**config.mk**
```make
export PLATFORM = sky130hd
export DESIGN_NAME = ram_access_ctrl
export DESIGN_NICKNAME = d
export VERILOG_FILES = /design/src/rtl/ram_ctrl_pkg.sv /design/src/rtl/ram_access_ctrl.sv
export SDC_FILE = /design/constraint.sdc
export NUM_CORES = 1
export LEC_CHECK = 0
export CORE_MARGIN = 10
export CORE_UTILIZATION = 39
export CTS_CLUSTER_DIAMETER = 100
export DETAILED_ROUTE_END_ITERATION = 8
export GPL_ROUTABILITY_DRIVEN = 0
export PLACE_DENSITY = 0.84
export SLEW_MARGIN = 10
export SYNTH_ARGS = -nofsm -noshare
export SYNTH_HDL_FRONTEND = slang
export SYNTH_SLANG_ARGS = --single-unit
```
**constraint.sdc**
```tcl
create_clock -name clk -period 2.2 [get_ports clk]
set_input_delay 0.44 -clock clk [delete_from_list [all_inputs] [get_ports clk]]
set_output_delay 0.44 -clock clk [all_outputs]
set_load 0.005 [all_outputs]
```
**src/rtl/ram_ctrl_pkg.sv**
```systemverilog
// Shared state type and default geometry for the RAM access controller.
package ram_ctrl_pkg;

    localparam int unsigned RAM_CTRL_DATA_W = 8;
    localparam int unsigned RAM_CTRL_ADDR_W = 10;

    typedef enum logic [2:0] {
        IDLE,
        WR,
        RD,
        RSP,
        CLR
    } ram_ctrl_state_e;

endpackage

```
**src/rtl/ram_access_ctrl.sv**
```systemverilog
// Single-request controller in front of an asynchronous RAM; one access per accepted request.
// Define RAM_ACCESS_CTRL_CLR_EN to zero the whole RAM after every reset (busy while sweeping).
module ram_access_ctrl
    import ram_ctrl_pkg::*;
#(
    parameter int unsigned DATA_W = RAM_CTRL_DATA_W,
    parameter int unsigned ADDR_W = RAM_CTRL_ADDR_W
) (
    input  logic              clk,
    input  logic              rst,
    input  logic              req_valid,
    output logic              req_ready,
    input  logic              req_write,
    input  logic [ADDR_W-1:0] req_addr,
    input  logic [DATA_W-1:0] req_wdata,
    output logic              rsp_valid,
    input  logic              rsp_ready,
    output logic [DATA_W-1:0] rsp_rdata,
    output logic [ADDR_W-1:0] ram_addr,
    output logic [DATA_W-1:0] ram_data_in,
    output logic              ram_we,
    output logic              ram_re,
    input  logic [DATA_W-1:0] ram_data_out,
    output logic              busy
);

    ram_ctrl_state_e   state_q;
    logic [ADDR_W-1:0] addr_q;
    logic [DATA_W-1:0] wdata_q;
    logic [DATA_W-1:0] rdata_q;

    // addr_q doubles as the sweep counter; wdata_q is still zero from reset during the sweep.
    always_ff @(posedge clk) begin
        if (rst) begin
`ifdef RAM_ACCESS_CTRL_CLR_EN
            state_q <= CLR;
`else
            state_q <= IDLE;
`endif
            addr_q  <= '0;
            wdata_q <= '0;
            rdata_q <= '0;
        end else begin
            unique case (state_q)
                IDLE: begin
                    if (req_valid) begin
                        addr_q <= req_addr;
                        if (req_write) begin
                            wdata_q <= req_wdata;
                            state_q <= WR;
                        end else begin
                            state_q <= RD;
                        end
                    end
                end
                WR: state_q <= IDLE;
                RD: begin
                    rdata_q <= ram_data_out;
                    state_q <= RSP;
                end
                RSP: begin
                    if (rsp_ready) begin
                        state_q <= IDLE;
                    end
                end
`ifdef RAM_ACCESS_CTRL_CLR_EN
                CLR: begin
                    if (addr_q == '1) begin
                        state_q <= IDLE;
                    end else begin
                        addr_q <= addr_q + ADDR_W'(1);
                    end
                end
`endif
                default: state_q <= IDLE;
            endcase
        end
    end

    assign req_ready   = (state_q == IDLE) && !rst;
    assign rsp_valid   = (state_q == RSP);
    assign rsp_rdata   = rdata_q;
    assign ram_addr    = addr_q;
    assign ram_data_in = wdata_q;
    assign ram_re      = (state_q == RD);

`ifdef RAM_ACCESS_CTRL_CLR_EN
    assign busy   = (state_q == CLR) && !rst;
    assign ram_we = (state_q == WR) || busy;
`else
    assign busy   = 1'b0;
    assign ram_we = (state_q == WR);
`endif

endmodule

```
==> metrics <==
outcome=completed; Routed WL per cell=roughly 15 µm; Vias/cell=around 4.8; num rows=18; Min-Delay Path Class=reg2reg; most frequent cells in the layout=60 x clkdlybuf4s50_1, 38 x nand2_1, 27 x dfxtp_1; clock root cell=clkbuf_4; startpoint types=flop; unrepaired setup endpoints after global routing=false; first-pass GRT wire length=roughly 5.2 mm; clk buf depth=2; CTS sink cnt=28; Clk Latency, worst-skew pair=approximately 0.33 ns; clock skew=between 0.002 and 0.0025 ns; Vias=roughly 1.0k; sequential area share after synthesis=0.538; remaining antenna violation count=0; H-tree Lvls=1; Post-CTS Repair Setup Buffers=0; share of cells above drive strength 1=0.0663; Ports=62; Die Span X=71.7 µm; Chip Height=~70 µm; CP max-delay cell=clkdlybuf4s50_1; antenna cells=0; Max VDD drop=between 0.5 and 0.6 mV; setup TNS=0 ns; Data arrival, critical path=between 1.5 and 2 ns; Post-synth ARST share=0; largest net degree at the start of global routing=29; top post-synthesis cells by area=dfxtp_1 54%, nand2_1 14%, a21oi_1 9.6%; Ys Warns=0; Placeable Area=2520 µm²; Hold Fails Final Rpt=0; most common cell after layout, fill and taps aside=clkdlybuf4s50_1; dpl hpwl=between 2 and 3 mm; flops & latches, synth=28; syn_nets=about 150; Initial Utilization=0.413; # setup viols final=0; Port Buffers=60; drt first pass iters=4; CP Capture Type=output pin; GR Overflow Total=0; CP top delay family=buffers and inverters; synthesized area per cell=between 8 and 9 µm²; initial antenna violation count=0; Yosys top cell by area=dfxtp_1; CTS clk-pin slew, worst paths=0.15 ns; drt drc=0; TritonCTS clock tree=yes; cell count after synthesis=121; fmax=between 400 and 500 MHz; Worst Path Required=1.76 ns; PD cells=641 nW/µm²; post-synth cell types=20; crit path kind=reg2out; fin crit share=0.912; synthesis-to-finish area growth=64.7%; vias in the first global route=around 1.1k; Final Max Tran Viols=0; storage element area=562 µm²; Layout Utilization=0.681; Multi-input gate area=approximately 430 µm²; EDFF count, synth=0; All-Layer GR Usage=0.127; max-cap violations=0; CP cell instances=nand2b_1, clkinv_1, clkdlybuf4s50_1; full die area=between 5000 and 6000 µm²; 1st-iter DRT viols=77; fillcell total=210; Leakage=0.000634 µW; Most used DFF post-synth=dfxtp_1; Worst Path Max Fanout=9; Nets=213; Inserted Clock Buffers=3; post-synth top area share=0.538; Design Power=around 1100 µW; Final min period=~2.0 ns; slowest stage delay, CP=between 0.5 and 0.6 ns; Total Wirelength=around 3.2 mm; WP buf/inv=2; Mapped Area=about 1000 µm²
-- Yosys cell counts (2+ instances only) --
cell type  number
clkbuf_1        3
a21oi_1        20
mux2i_1         8
buf_4           2
nand2_1        38
nor2_1          8
dfxtp_1        28
buf_2           2
-- report_power, final --
| part | internal (µW) | switching, µW | leakage (µW) |
|---|---|---|---|
| clock network | 184 | 151 | 0.0000279 |
| registers | 537 | 16.1 | 0.000229 |
| logic | 132 | 79.0 | 0.000377 |
-- final timing paths --
check                                      end  slack (ns)         from  cells past startpoint
worst max-delay path                    ram_re        0.19   state_q[1]                      3
worst min-delay path               ram_addr[6]        0.47  ram_addr[6]                      2
worst max register to register  ram_data_in[6]        0.86   state_q[0]                      4
worst min register to register     ram_addr[6]        0.47  ram_addr[6]                      2
-- timing repair --
item / CTS / global route
hold buffers: 0 / 0
resized for setup: 0 / 1
endpoints found under the setup margin: 0 / 1
-- metrics by stage --
stage	std cells	worst slack [ns]	instance area [µm²]	hold WS, ns
after floorplan	121	0.911	1040	0.453
after global placement	207	0.242	1660	0.443
after detailed placement	207	0.176	1660	0.449
after CTS	211	0.0824	1720	0.469
after global routing	211	0.0595	1720	0.484
final	211	0.194	1720	0.465
-- per-layer routing --
layer,GRT usage,share of wire,routed length [µm],vias up
li1,-,-,-,509
met5,0,0,0,-
met1,0.113,0.35,1110,465
met2,0.216,0.50,1600,41
met4,0.0667,0.011,35,0
met3,0.0840,0.13,427,6
-- sequential cells by signal, indices dropped and copies added, names as in the netlist --
signal / flops
rsp_rdata: 8
ram_addr: 10
state_q: 2
ram_data_in: 8
-- worst min-delay path, stage by stage (launching register included) --
cell     delay (ns)
dfxtp_1        0.34
nand2_1        0.05
a21oi_1        0.05
-- layout make-up --
type / instances / area share
Clock buffer: 3 / 0.0131
Clock inverter: 1 / 0.0175
Inverter: 1 / 0.00219
Multi-Input combinational cell: 84 / 0.251
Sequential cell: 28 / 0.327
Tap cell: 30 / 0.0219
Timing Repair Buffer: 64 / 0.367
-- cell families (layout without fill, tap and decap cells) --
group           Yosys count  after routing  synth area share
buf+inv                   9             69            0.0492
simple gates             55             55             0.237
other cells               1              1           0.00360
mux                       8              8            0.0768
flops                    28             28             0.538
compound gates           20             20            0.0960
No activity file was read; power rests on OpenSTA's default activity.
